## src/rtl/pong_score_pkg.sv

```systemverilog
// Shared pong game definitions: match states, glyph codes and
// the digit selection helper used by the score keeper.
package pong_score_pkg;

  typedef enum logic [1:0] {
    ST_IDLE  = 2'd0,
    ST_SERVE = 2'd1,
    ST_PLAY  = 2'd2,
    ST_OVER  = 2'd3
  } state_e;

  localparam logic [3:0] CODE_WIN  = 4'd11;
  localparam logic [3:0] CODE_LOSS = 4'd12;

  function automatic int max2(input int a, input int b);
    return (a > b) ? a : b;
  endfunction

  // Phase 0 of game over shows glyphs, otherwise the score itself.
  function automatic logic [3:0] digit(
    input state_e     st,
    input logic       ph,
    input logic       is_win,
    input logic [3:0] sc
  );
    if (st == ST_OVER && !ph)
      return is_win ? CODE_WIN : CODE_LOSS;
    return sc;
  endfunction

endpackage

```

## src/rtl/pong_timer.sv

```systemverilog
// Up-counter with synchronous clear and a run-time terminal count,
// shared by the serve delay and the game-over blink period.
module pong_timer #(
  parameter int W = 2
) (
  input  logic         clk,
  input  logic         rst,
  input  logic         i_clr,
  input  logic         i_en,
  input  logic [W-1:0] i_limit,
  output logic         o_tc
);

  logic [W-1:0] r_cnt;

  assign o_tc = i_en && (r_cnt == i_limit);

  always_ff @(posedge clk or posedge rst) begin
    if (rst)
      r_cnt <= '0;
    else if (i_clr || o_tc)
      r_cnt <= '0;
    else if (i_en)
      r_cnt <= r_cnt + 1'b1;
  end

endmodule

```

## src/rtl/pong_score.sv

```systemverilog
// Pong match state and score keeper: serve timing, scoring,
// winner detection and the game-over digit alternation.
module pong_score
  import pong_score_pkg::*;
#(
  parameter int WIN_SCORE    = 7,
  parameter int SERVE_CYCLES = 50_000_000,
  parameter int BLINK_CYCLES = 25_000_000
) (
  input  logic       clk,
  input  logic       rst,
  input  logic       start,
  input  logic       point_l,
  input  logic       point_r,
  output logic [3:0] hex_l,
  output logic [3:0] hex_r,
  output logic       serve,
  output logic       playing,
  output logic       game_over,
  output logic       winner
);

  localparam int MAXC = max2(SERVE_CYCLES, BLINK_CYCLES);
  localparam int TW   = (MAXC > 1) ? $clog2(MAXC) : 1;
  localparam logic [TW-1:0] SERVE_LIM = TW'(SERVE_CYCLES - 1);
  localparam logic [TW-1:0] BLINK_LIM = TW'(BLINK_CYCLES - 1);
  localparam logic [3:0]    WIN       = 4'(WIN_SCORE);

  state_e     r_state;
  logic [3:0] r_score_l;
  logic [3:0] r_score_r;
  logic       r_phase;
  logic       r_start_q;

  state_e     w_state_nxt;
  logic [3:0] w_sl_nxt;
  logic [3:0] w_sr_nxt;
  logic       w_phase_nxt;
  logic       w_win_nxt;
  logic       w_serve_nxt;
  logic       w_clr;
  logic       w_en;
  logic       w_tc;
  logic       w_edge;
  logic [TW-1:0] w_limit;

  assign w_edge  = start & ~r_start_q;
  assign w_en    = (r_state == ST_SERVE) || (r_state == ST_OVER);
  assign w_limit = (r_state == ST_SERVE) ? SERVE_LIM : BLINK_LIM;

  pong_timer #(.W(TW)) u_timer (
    .clk     (clk),
    .rst     (rst),
    .i_clr   (w_clr),
    .i_en    (w_en),
    .i_limit (w_limit),
    .o_tc    (w_tc)
  );

  always_comb begin
    w_state_nxt = r_state;
    w_sl_nxt    = r_score_l;
    w_sr_nxt    = r_score_r;
    w_phase_nxt = r_phase;
    w_win_nxt   = winner;
    w_serve_nxt = 1'b0;
    w_clr       = 1'b0;
    case (r_state)
      ST_IDLE: begin
        if (w_edge) begin
          w_state_nxt = ST_SERVE;
          w_clr       = 1'b1;
        end
      end
      ST_SERVE: begin
        if (w_edge) begin
          w_sl_nxt = 4'd0;
          w_sr_nxt = 4'd0;
          w_clr    = 1'b1;
        end else if (w_tc) begin
          w_serve_nxt = 1'b1;
          w_state_nxt = ST_PLAY;
        end
      end
      ST_PLAY: begin
        if (w_edge) begin
          w_sl_nxt    = 4'd0;
          w_sr_nxt    = 4'd0;
          w_state_nxt = ST_SERVE;
          w_clr       = 1'b1;
        end else if (point_l ^ point_r) begin
          if (point_l) w_sl_nxt = r_score_l + 4'd1;
          else         w_sr_nxt = r_score_r + 4'd1;
          w_clr = 1'b1;
          if (w_sl_nxt == WIN || w_sr_nxt == WIN) begin
            w_state_nxt = ST_OVER;
            w_win_nxt   = point_r;
            w_phase_nxt = 1'b0;
          end else begin
            w_state_nxt = ST_SERVE;
          end
        end
      end
      ST_OVER: begin
        if (w_edge) begin
          w_sl_nxt    = 4'd0;
          w_sr_nxt    = 4'd0;
          w_win_nxt   = 1'b0;
          w_state_nxt = ST_SERVE;
          w_clr       = 1'b1;
        end else if (w_tc) begin
          w_phase_nxt = ~r_phase;
        end
      end
      default: w_state_nxt = ST_IDLE;
    endcase
  end

  always_ff @(posedge clk or posedge rst) begin
    if (rst) begin
      r_state   <= ST_IDLE;
      r_score_l <= 4'd0;
      r_score_r <= 4'd0;
      r_phase   <= 1'b0;
      r_start_q <= 1'b0;
      hex_l     <= 4'd0;
      hex_r     <= 4'd0;
      serve     <= 1'b0;
      playing   <= 1'b0;
      game_over <= 1'b0;
      winner    <= 1'b0;
    end else begin
      r_state   <= w_state_nxt;
      r_score_l <= w_sl_nxt;
      r_score_r <= w_sr_nxt;
      r_phase   <= w_phase_nxt;
      r_start_q <= start;
      serve     <= w_serve_nxt;
      playing   <= (w_state_nxt == ST_PLAY);
      game_over <= (w_state_nxt == ST_OVER);
      winner    <= w_win_nxt;
      hex_l     <= digit(w_state_nxt, w_phase_nxt, ~w_win_nxt, w_sl_nxt);
      hex_r     <= digit(w_state_nxt, w_phase_nxt, w_win_nxt, w_sr_nxt);
    end
  end

endmodule

```

## config.mk

```make
export PLATFORM = sky130hd
export DESIGN_NAME = pong_score
export DESIGN_NICKNAME = d
export VERILOG_FILES = /design/src/rtl/pong_score_pkg.sv /design/src/rtl/pong_timer.sv /design/src/rtl/pong_score.sv
export SDC_FILE = /design/constraint.sdc
export NUM_CORES = 1
export LEC_CHECK = 0
export CAP_MARGIN = 30
export CORE_MARGIN = 2
export CORE_UTILIZATION = 50
export CTS_CLUSTER_DIAMETER = 150
export CTS_CLUSTER_SIZE = 40
export DETAILED_ROUTE_END_ITERATION = 12
export PLACE_DENSITY = 0.8
export RECOVER_POWER = 25
export SYNTH_ARGS = -nofsm -noshare
export SYNTH_HDL_FRONTEND = slang
export SYNTH_SLANG_ARGS = --single-unit
```

## constraint.sdc

```tcl
create_clock -name clk -period 3.4 [get_ports clk]
set_input_delay 0.51 -clock clk [delete_from_list [all_inputs] [get_ports clk]]
set_output_delay 0.51 -clock clk [all_outputs]
set_load 0.02 [all_outputs]
```

==> metrics.md <==
| Metric | Value |
|---|---|
| Outcome | `finished with violations` |
| Failing checks | `capacitance limit, slew limit` |
| Antenna violations before repair | `0` |
| Setup Viol. Count Final | `0` |
| YS warnings | `0` |
| Floorplan row count | `26` |
| Endpoints failing hold | `0` |
| Number of logic stages on the critical path including buffering | `9` |
| Worst Clk Skew | `0.0113 ns` |
| Area grow syn2layout | `14.1%` |
| Period utilisation layout | `91.5%` |
| Worst hold slack across all endpoints | `0.568 ns` |
| Worst-case clock buffer depth | `2` |
| Die extent in x | `77.9 um` |
| Source-to-sink clock delay at the later pin of the worst-skew pair | `0.30 ns` |
| Area of all placed cells without fillers | `3120 um^2` |
| Final Total Pwr | `1.41 mW` |
| Drt pass-1 iters | `4` |
| Tmin final | `3.11 ns` |
| Post-Route WL | `5.36 mm` |
| Top Usage Layer GRT | `met2` |
| CTS tree | `built` |
| Routed via count divided by cell count | `5.70` |
| Number of standard cells after synthesis | `276` |
| Type of the worst min-delay path | `flip-flop to flip-flop` |
| Share of flip-flops with an asynchronous set or reset | `100%` |
| Die Span Y | `77.9 um` |
| Category of the worst setup path capture point | `flip-flop` |
| Final TNS setup | `0 ns` |
| Weighted congestion reported at the end of routability-driven placement | `0.934` |
| Yosys reg bits | `50` |
| Kind of cell adding the most delay to the critical path | `simple AND/OR/NAND/NOR gates` |
| Distinct cell type count of the synthesized netlist | `50` |
| Setup fix buffers added after clock tree synthesis | `0` |
| Kind of critical path | `flip-flop to flip-flop` |
| Sequential fraction of the synthesis area | `45.8%` |
| Antenna violation net count after detailed routing | `0` |
| Count of maximum capacitance violations | `1` |
| Synthesized area per cell | `9.90 um^2` |
| Most frequent standard cell in the layout excluding fill and tap cells | `sky130_fd_sc_hd__dfrtp_1` |
| Data arrival time of the critical path | `3.30 ns` |
| Depth of the CTS H-tree | `2` |
| Transition at the pin with the smallest max-transition slack | `1.71 ns` |
| Worst-path maximum fanout | `10` |
| Post_cts resized | `0` |
| Clk sinks | `50` |
| Share of the synthesized area in the top cell type | `45.8%` |
| Final-layout fill cell count | `430` |
| Library cell contributing the largest single delay on the critical path | `sky130_fd_sc_hd__a2111oi_4` |
| Area occupied by multi-input gates | `1390 um^2` |
| # port buffers | `16` |
| Effective utilization at floorplan | `52.5%` |
| Cell at the root of the clock tree | `sky130_fd_sc_hd__clkbuf_8` |
| Post-layout worst setup margin | `0.289 ns` |
| Peak supply drop | `455 uV` |
| RSZ-0062 raised after global routing | `false` |
| Pwr dens | `452 nW/um^2` |
| Remaining design rule violation count | `0` |
| Area occupied by registers | `1250 um^2` |
| GR Layer Usage met1 | `26.1%` |
| Clock slew at reported path FFs | `0.09 ns` |
| Global routing usage on met2 | `31.0%` |
| Diode count | `0` |
| Net count of the mapped netlist | `289` |
| Top flip-flop cell by instance count after synthesis | `sky130_fd_sc_hd__dfrtp_1` |
| Hold-fix buffers at CTS | `0` |
| Longest individual stage delay on the worst path | `0.47 ns` |
| Crit path buffers/inverters | `1` |
| Cells on Worst Hold Path | `2` |
| Average wire per cell in the routed design | `14.6 um` |
| Post-Syn Area | `2730 um^2` |
| Worst rel slew slack | `-14.1%` |
| Worst-case register-to-register setup slack | `0.29 ns` |
| HPWL reported at the end of detailed placement | `3.80 mm` |
| Dpl ws | `0.240 ns` |
| Placeable core region | `5200 um^2` |
| All-Layer GR Usage | `19.0%` |
| Ports placed on the boundary | `17` |
| Layout cells sized above 1 | `8.72%` |
| Net count, final | `310` |
| Remaining Overflow, GRT | `0` |
| Number of DRC markers in iteration 0 | `169` |
| Ranking of synthesized cells by area | `sky130_fd_sc_hd__dfrtp_1 46%, sky130_fd_sc_hd__xor2_1 5.5%, sky130_fd_sc_hd__nor2_1 5.2%` |
| Clock buffer count from CTS | `5` |
| Critical Path Start Type | `flip-flop` |
| Area post-placement | `2990 um^2` |
| Number of enable flip-flop cells after synthesis | `0` |
| Via count | `2,098` |
| Global-route track usage on met3 | `3.14%` |
| Die Area | `6070 um^2` |
| Max frequency | `0.321 GHz` |
| Most frequent cells in the layout | `50 x sky130_fd_sc_hd__dfrtp_1, 38 x sky130_fd_sc_hd__nor2_1, 21 x sky130_fd_sc_hd__nand2_1` |
| Leakage Power | `1.36 nW` |
| Max-slew violation count | `34` |
| First-pass GRT wire length | `9.32 mm` |
| Post-synth top area cell | `sky130_fd_sc_hd__dfrtp_1` |
| Via count of the first global-routing pass | `1,983` |
| Maximum number of pins on one net before global-route repair | `34` |
| Worst reg2reg path depth | `9` |
| Critical Path, Cell by Cell | `inv_1 -> ha_1 -> nor4b_2 -> nand4b_1 -> a2111oi_4 -> or3b_1 -> nand4_1 -> or2_1 -> mux2_4` |
| Endpoint required time on the critical path | `3.58 ns` |
==> cell usage after synthesis, types with 2 or more instances <==
| cell type | count |
|---|---|
| sky130_fd_sc_hd__a211o_1 | 2 |
| sky130_fd_sc_hd__a21o_1 | 6 |
| sky130_fd_sc_hd__a21oi_1 | 10 |
| sky130_fd_sc_hd__and4_1 | 2 |
| sky130_fd_sc_hd__buf_2 | 4 |
| sky130_fd_sc_hd__buf_6 | 2 |
| sky130_fd_sc_hd__clkbuf_1 | 3 |
| sky130_fd_sc_hd__dfrtp_1 | 50 |
| sky130_fd_sc_hd__ha_1 | 8 |
| sky130_fd_sc_hd__inv_1 | 8 |
| sky130_fd_sc_hd__mux2_4 | 3 |
| sky130_fd_sc_hd__mux2i_1 | 2 |
| sky130_fd_sc_hd__nand2_1 | 21 |
| sky130_fd_sc_hd__nand2b_1 | 4 |
| sky130_fd_sc_hd__nand3_1 | 11 |
| sky130_fd_sc_hd__nand3b_1 | 2 |
| sky130_fd_sc_hd__nand4_1 | 12 |
| sky130_fd_sc_hd__nand4b_1 | 3 |
| sky130_fd_sc_hd__nor2_1 | 38 |
| sky130_fd_sc_hd__nor2b_1 | 3 |
| sky130_fd_sc_hd__nor3_1 | 4 |
| sky130_fd_sc_hd__nor4bb_1 | 2 |
| sky130_fd_sc_hd__o21ai_0 | 18 |
| sky130_fd_sc_hd__o22ai_1 | 2 |
| sky130_fd_sc_hd__o41ai_1 | 2 |
| sky130_fd_sc_hd__or2_1 | 2 |
| sky130_fd_sc_hd__or3_1 | 5 |
| sky130_fd_sc_hd__xnor2_1 | 9 |
| sky130_fd_sc_hd__xor2_1 | 17 |
==> flip-flops by register name, indices dropped and copies added (netlist names) <==
| signal | flops |
|---|---|
| u_timer.r_cnt | 26 |
| r_score_l | 4 |
| playing | 1 |
| game_over | 1 |
| r_score_r | 4 |
| r_phase | 1 |
| hex_r | 4 |
| serve | 1 |
| r_state | 2 |
| hex_l | 4 |
| r_start_q | 1 |
| winner | 1 |
==> path summary, 6_finish.rpt <==
kind                                   startpoint                end
max in group asynchronous                     rst   u_timer.r_cnt[0]
worst min register to register  u_timer.r_cnt[22]  u_timer.r_cnt[22]
min in group asynchronous                     rst           hex_r[0]
worst max register to register         r_state[1]           hex_r[1]
worst min-delay path            u_timer.r_cnt[22]  u_timer.r_cnt[22]
worst max-delay path                   r_state[1]           hex_r[1]
==> tightest hold or removal path: stages (launching register included) <==
cell                      delay (ns)
sky130_fd_sc_hd__dfrtp_1        0.38
sky130_fd_sc_hd__xor2_1         0.08
sky130_fd_sc_hd__nor2_1         0.07
==> where the power goes <==
part | leakage [nW] | total, mW | internal (mW) | switching [mW]
clock network | 0.0714 | 0.504 | 0.314 | 0.190
logic | 0.601 | 0.248 | 0.0960 | 0.152
registers | 0.691 | 0.658 | 0.624 | 0.0344
==> layer usage <==
layer,part of all wire (%),wire length (um)
met5,0,0
met1,45,2420
met3,4.2,224
met4,1.1,61
met2,49,2650
==> kinds of logic after synthesis <==
| logic type | share of synthesized area [%] |
|---|---|
| simple gates | 23.4 |
| fa+ha+maj | 3.66 |
| flops | 45.8 |
| buf+inv | 3.34 |
| compound gates | 12.7 |
| mux | 2.79 |
| xor+xnor | 8.34 |
==> final cells by class <==
cell class / count / share of cell area, %
Clock buffer: 6 / 2.65
Clock inverter: 2 / 1.93
Inverter: 8 / 0.963
Multi-Input combinational cell: 208 / 44.6
Sequential cell: 50 / 40.1
Tap cell: 70 / 2.81
Timing Repair Buffer: 24 / 6.95
==> stage by stage <==
| step | util (%) | std cells |
|---|---|---|
| after floorplan | - | 276 |
| final | 59.9 | 368 |
| after detailed placement | 57.5 | 360 |
| after global routing | 59.9 | 368 |
| after CTS | 60.2 | 368 |
| after global placement | 57.1 | 359 |
Power figures use the tool's default switching activity.
